--- config.mk ---
export PLATFORM = sky130hd
export DESIGN_NAME = reg_dump
export DESIGN_NICKNAME = d
export VERILOG_FILES = /design/src/rtl/reg_dump_pkg.sv /design/src/rtl/reg_dump.sv
export SDC_FILE = /design/constraint.sdc
export NUM_CORES = 1
export LEC_CHECK = 0
export BUFFER_PORTS_ARGS = -buffer_cell sky130_fd_sc_hd__buf_2
export CAP_MARGIN = 10
export CORE_MARGIN = 2
export CORE_UTILIZATION = 35
export DETAILED_ROUTE_END_ITERATION = 7
export MAX_ROUTING_LAYER = met4
export PLACE_DENSITY = 0.69
export SLEW_MARGIN = 20
export SYNTH_ARGS = -nofsm -noshare
export SYNTH_HDL_FRONTEND = slang
export SYNTH_SLANG_ARGS = --single-unit
export TNS_END_PERCENT = 1
--- constraint.sdc ---
create_clock -name CLK -period 2.9 [get_ports CLK]
set_clock_uncertainty 0.15 [all_clocks]
set_input_delay 0.145 -clock CLK [delete_from_list [all_inputs] [get_ports CLK]]
set_output_delay 0.145 -clock CLK [all_outputs]
set_load 0.01 [all_outputs]
--- src/rtl/reg_dump_pkg.sv ---
// Shared types and default sizing for the register dump block.
// REG_DUMP_CSUM_EN adds the CSUM state used to send a trailing XOR checksum word.
package reg_dump_pkg;

    localparam int DEFAULT_W = 8;
    localparam int DEFAULT_D = 4;

    typedef enum logic [2:0] {
        IDLE  = 3'd0,
        FETCH = 3'd1,
        SEND  = 3'd2,
        DONE  = 3'd3
`ifdef REG_DUMP_CSUM_EN
        ,
        CSUM  = 3'd4
`endif
    } state_t;

endpackage

--- src/rtl/reg_dump.sv ---
// Walks every register of a combinational read port and streams each word out over a valid/ready handshake.
// Defining REG_DUMP_CSUM_EN appends an XOR checksum word with OutAddr all ones.
module reg_dump
    import reg_dump_pkg::*;
#(
    parameter int W = DEFAULT_W,
    parameter int D = DEFAULT_D
) (
    input  logic         CLK,
    input  logic         RST_N,
    input  logic         Start,
    output logic [D-1:0] RdAddr,
    input  logic [W-1:0] RdData,
    output logic         OutValid,
    input  logic         OutReady,
    output logic [W-1:0] OutData,
    output logic [D-1:0] OutAddr,
    output logic         OutLast,
    output logic         Busy,
    output logic         Done
);

    localparam logic [D-1:0] LAST_IDX = '1;

    state_t       state;
    logic [D-1:0] index;
    logic [W-1:0] data_reg;
`ifdef REG_DUMP_CSUM_EN
    logic [W-1:0] csum;
`endif

    // Each word costs one FETCH cycle to capture the read port, then SEND until it is accepted.
    always_ff @(posedge CLK or negedge RST_N) begin
        if (!RST_N) begin
            state    <= IDLE;
            index    <= '0;
            data_reg <= '0;
`ifdef REG_DUMP_CSUM_EN
            csum     <= '0;
`endif
        end else begin
            case (state)
                IDLE: begin
                    if (Start) begin
                        index <= '0;
`ifdef REG_DUMP_CSUM_EN
                        csum  <= '0;
`endif
                        state <= FETCH;
                    end
                end
                FETCH: begin
                    data_reg <= RdData;
`ifdef REG_DUMP_CSUM_EN
                    csum     <= csum ^ RdData;
`endif
                    state    <= SEND;
                end
                SEND: begin
                    if (OutReady) begin
                        if (index == LAST_IDX) begin
`ifdef REG_DUMP_CSUM_EN
                            state <= CSUM;
`else
                            state <= DONE;
`endif
                        end else begin
                            index <= index + 1'b1;
                            state <= FETCH;
                        end
                    end
                end
`ifdef REG_DUMP_CSUM_EN
                CSUM: begin
                    if (OutReady) begin
                        state <= DONE;
                    end
                end
`endif
                DONE: begin
                    state <= IDLE;
                end
                default: begin
                    state <= IDLE;
                end
            endcase
        end
    end

    assign RdAddr = (state == FETCH) ? index : '0;
    assign Busy   = (state != IDLE);
    assign Done   = (state == DONE);

`ifdef REG_DUMP_CSUM_EN
    assign OutValid = (state == SEND) || (state == CSUM);
    assign OutData  = (state == CSUM) ? csum : data_reg;
    assign OutAddr  = (state == CSUM) ? LAST_IDX : index;
    assign OutLast  = (state == CSUM);
`else
    assign OutValid = (state == SEND);
    assign OutData  = data_reg;
    assign OutAddr  = index;
    assign OutLast  = (state == SEND) && (index == LAST_IDX);
`endif

endmodule

* Yosys cells after proc, flatten, opt, wreduce, memory -nomap -nowiden
Index checks and enable logic that the tools add are counted.
** Operators by class
- Equality and inequality tests :: 7
- Add/subtract/negate cells :: 1
- Multiplexer cells :: 9
- Reductions and logical operators :: 6
** Operators with widths (number)
- 4-bit 2-to-1 mux :: 4
- 3-bit case mux with 3 select lines :: 1
- 4-bit case mux with 2 select lines :: 1
- 3-bit by 2-bit == test with 1-bit output, second input constant :: 2
- 3-bit 2-to-1 mux :: 2
- 4-bit by 1-bit adder with 4-bit output, second input constant :: 1
- 4-bit == test, second input constant :: 1
- 2-bit != test, second input constant :: 2
- 4-bit AND reduction :: 1
- 3-bit by 1-bit == test with 1-bit output, second input constant :: 1
- 3-bit zero test :: 1
- 3-bit nonzero test :: 1
- 2-bit 2-to-1 mux :: 1
- 2-bit by 1-bit != test with 1-bit output, second input constant :: 1
- 2-bit AND reduction :: 1
- 2-bit nonzero test :: 1
- 1-bit logical AND :: 1
** Word-level totals
- Logic and storage cells :: 26
- Output and inout port bits :: 20
- Register bits after elaboration :: 15
- Input bits :: 12

* Depth between registers and ports, before layout
- Word-level depth :: 4
- Depth in mapped cells :: 4
- Depth with buffers taken out :: 4

* Least setup slack after synthesis
Ideal clock, no wire load.
- Path type :: reg2reg
- Start point :: register index[0], in the netlist OutAddr[0]
- End point :: register index[0], in the netlist OutAddr[0]
- Path buffers :: 0
- Setup slack :: 1.164 ns
- Setup time :: 0.125 ns
- Arrival time :: 1.461 ns
- Period minus slack after synthesis :: 1.736 ns
- Cell stages (with the launch flop) :: 5
- Data required time :: 2.625 ns
- Cells stage by stage :: dfrtp_1 -> ha_1 -> and3_1 -> a211oi_2 -> mux2_2
** On the way
- Longest elaborated chain between the ends :: 4
- Elaborated cells on any way between the ends :: 7
- Those cells by class :: add/sub: 1; eq/ne: 2; mux: 3; reduce/logical: 1
** RTL lines
- start: declaration :: RTL line reg_dump.sv:26 : logic [D-1:0] index;
- start signal: assignment :: RTL line reg_dump.sv:68 : index <= index + 1'b1;
- 4-bit by 1-bit adder with 4-bit output :: RTL line reg_dump.sv:68
- 4-bit 2-to-1 mux :: RTL line reg_dump.sv:61 : if (index == LAST_IDX) begin
- 4-bit 2-to-1 mux :: RTL line reg_dump.sv:60 : if (OutReady) begin
- 4-bit case mux with 2 select lines :: RTL line reg_dump.sv:42 : case (state)
Parallel ways exist; a longest one is shown, timed or not. The select of a mux whose other input is x is not followed.
A chain may end at the register's enable or synchronous reset.

* Worst setup path in the final report
- Start point :: register state[0]
- End point :: output RdAddr[2]
** On the way
- Longest elaborated chain between the ends :: 2
** RTL lines
- start: declaration :: RTL line reg_dump.sv:25 : state_t state;
- start signal: assignment :: RTL line reg_dump.sv:35 : state <= IDLE;
- start signal: assignment :: RTL line reg_dump.sv:49 : state <= FETCH;
- start signal: assignment :: RTL line reg_dump.sv:57 : state <= SEND;
- 3-bit by 1-bit == test with 1-bit output :: RTL line reg_dump.sv:90 : assign RdAddr = (state == FETCH) ? index : '0;
- 4-bit 2-to-1 mux :: RTL line reg_dump.sv:90
- end: declaration :: RTL line reg_dump.sv:12 : output logic [D-1:0] RdAddr,
No other way between the ends.

==> metrics.csv <==
stage,metric,value,unit
status,status,completed,
critical_path,slowest_stage,nor2b_1,
critical_path,r2r-start,OutAddr[0],
detailed_routing,vias,612,
place,place_area,835.8,µm²
place,numPortBuffers,31,
critical_path,cpPeakStageDelay,0.63,ns
critical_path,cp_cell_sequence,nor2b_1 > and2_1 > buf_2,
detailed_routing,ant_nets,0,
place,dp_cells,126,
layout,nFillCells,161,
critical_path,worst_setup_path_start_kind,register,
layout,drive_above_1_share,33.33,%
sta,drv_slew,0,
place,place_hpwl,1.026,mm
detailed_routing,firstDrtPassIters,4,
job,maxCapViolCount,0,
sta,hold_violations,0,
clock_tree,clockBufferDepth,2,
clock_tree,numCtsBuffers,3,
layout,final_net_count,128,
detailed_routing,via_per_inst,4.403,
sta,fmax,490.5,MHz
sta,fin_crit_sh,70.30,%
sta,hold_slack,0.02514,ns
global_route,grt_overflow,0,
synth,ys_types,21,
synth,synth.cell_area,656.9,µm²
critical_path,worstSetupEndpoint,RdAddr[2],
critical_path,crit_buf_inv,1,
synth,yosysSeqAreaShare,53.33,%
critical_path,arrival,1.74,ns
global_route,grt_usage,16.54,%
worst_hold_path,worstHoldStart,OutReady,
floorplan,die_y,47.32,µm
critical_path,crit_required,2.61,ns
layout,syn_to_final_growth,46.48,%
critical_path,cp-end-kind,output port,
layout,antennaDiodeCount,0,
detailed_routing,dr.first_iter.drc_count,8,
floorplan,die_area,2239,µm²
layout,fin_area,962.2,µm²
clock_tree,clock_sinks,14,
clock_tree,clkLatencyLatePin,0.28,ns
critical_path,r2r_cells,4,
floorplan,start_util,37.63,%
global_route,grt_pass1_vias,563,
synth,ys_warn_count,0,
global_route,grt_max_degree,15,
clock_tree,htree_levels,1,
power_and_ir_drop,p_sw,311.9,µW
power_and_ir_drop,p_seq_share,40.9,%
critical_path,crit_start,state[0],
synth,avgSynthCellArea,9.123,µm²
clock_tree,cts.hold.buffers_added,9,
detailed_routing,drt_wl_total,1.542,mm
floorplan,rows,15,
synth,syn_inst,72,
global_route,grt_pass1_wl,2.373,mm
sta,fin_tns_setup,0,ns
power_and_ir_drop,p_leak,0.0005388,µW
critical_path,crit_cells,3,
sta,worstMarginPinSlew,0.7296,ns
floorplan,num_io_pins,32,
detailed_routing,route.detailed.drc,0,
power_and_ir_drop,p_int,491.2,µW
critical_path,cp_max_fo,12,
clock_tree,cts.clk_slew.worst_paths,0.09,ns
sta,setup_slack,0.8612,ns
floorplan,die_x,47.32,µm
critical_path,path_delay_family,simple AND/OR/NAND/NOR gates,
clock_tree,cts_resized,0,
clock_tree,root_buffer,clkbuf_4,
global_route,antenna_found_initial,0,
worst_hold_path,hold_class,input pin to register,
critical_path,regToRegEndpoint,OutAddr[0],
clock_tree,post_cts_buffers,0,
sta,min_period,2.039,ns
place,gp_congestion,0.7447,
critical_path,r2r_setup_slack,1.10,ns
sta,setup_viol,0,
power_and_ir_drop,power.share.clock,18.1,%
place,post-place-ws,1.118,ns
critical_path,path_class,register to output port,
power_and_ir_drop,sw_frac_of_total,38.84,%
sta,max_slew_margin,51.26,%
floorplan,core-area,1745,µm²
clock_tree,cts_tree,yes,
synth,synth_fp_nets,85,
sta,rsz0062_at_grt,false,
power_and_ir_drop,power-per-cell-area,834.7,nW/µm²
detailed_routing,wire_per_inst,11.09,µm
power_and_ir_drop,combPwrFrac,41.0,%
power_and_ir_drop,ir_drop,0.0003547,V
synth,ys_ff_latch,14,
layout,fin_cells,139,
-- final cells by class --
cell class | instances | area (µm²) | share of cell area [%]
timing repair buffer | 40 | 245.2 | 25.49
sequential | 14 | 350.3 | 36.41
clock buffer | 4 | 36.28 | 3.771
inverter | 2 | 7.507 | 0.7802
tap | 25 | 31.28 | 3.251
multi-input combinational | 54 | 291.5 | 30.30
-- cell usage after synthesis --
master | number | area, µm²
mux2_2 | 1 | 11.26
inv_1 | 2 | 7.510
or2b_1 | 2 | 15.01
nor2_1 | 4 | 15.01
a211oi_2 | 1 | 12.51
mux2i_1 | 2 | 20.02
a2bb2oi_1 | 2 | 17.52
nor3b_1 | 1 | 7.510
nor2b_1 | 1 | 6.260
nor3_1 | 1 | 5.000
and2_1 | 5 | 31.28
or3_1 | 1 | 6.260
nand2_1 | 26 | 97.59
and3_1 | 1 | 6.260
clkbuf_1 | 2 | 7.510
or2_2 | 1 | 6.260
ha_1 | 1 | 12.51
dfrtp_1 | 14 | 350.3
o21ai_0 | 2 | 10.01
nand3_1 | 1 | 5.000
nand2b_1 | 1 | 6.260
-- worst reg2reg max path: stages, from the launching register on --
cell      delay [ns]
dfrtp_1         0.44
ha_1            0.25
and3_1          0.19
a211oi_2        0.30
mux2_2          0.37
-- logic make-up after synthesis --
kind of cell    after synthesis  share of synthesized area, %
compound gates                5                         6.095
fa+ha+maj                     1                         1.904
flops                        14                         53.33
simple gates                 45                         31.62
buf+inv                       4                         2.287
mux                           3                         4.762
-- sequential cells by signal, summed over array words and instances, names as in the netlist --
name,count
OutData,8
OutAddr,4
state,2
-- per-layer routing --
metal  vias up  GRT usage, %  part of all wire, %
met2        20         27.03                   50
met4         0         8.333                  1.6
met1       277         18.94                   44
li1        313             -                    -
met3         2         3.462                  4.9
met5         -             -                    0
-- metrics by stage --
| step | power (µW) | util (%) |
|---|---|---|
| floorplan | 529.6 | - |
| global placement | 648.0 | 47.89 |
| detailed placement | 655.4 | 47.89 |
| CTS | 806.9 | 55.13 |
| global route | 863.5 | 55.13 |
| finish | 803.1 | 55.13 |
-- worst min path at each step --
stage	endpoint	slack (ns)	depth (start not counted)
finish	state[1]	0.03	3
global route	state[1]	0.04	3
CTS	state[1]	0.02	3
detailed placement	OutData[7]	-0.09	1
global placement	OutData[7]	-0.09	1
floorplan	OutAddr[0]	-0.30	0
-- cell usage in the layout (no fill, tap or decap), types with 2 or more instances in the layout --
master         netlist  final
buf_2                0     31
a2bb2oi_1            2      2
or2b_1               2      2
mux2i_1              2      2
inv_1                2      2
dfrtp_1             14     14
nand2_1             26     26
and2_1               5      5
dlygate4sd3_1        0      9
clkbuf_4             0      3
o21ai_0              2      2
nor2_1               4      4
-- power by group through the flow --
stage	clock network [µW]	logic [µW]	registers, µW
after floorplan	0	171	358
after global placement	0	318	330
after detailed placement	0	322	333
after CTS	145	332	330
after global routing	151	371	342
final	145	329	329
Power figures use the tool's default switching activity.
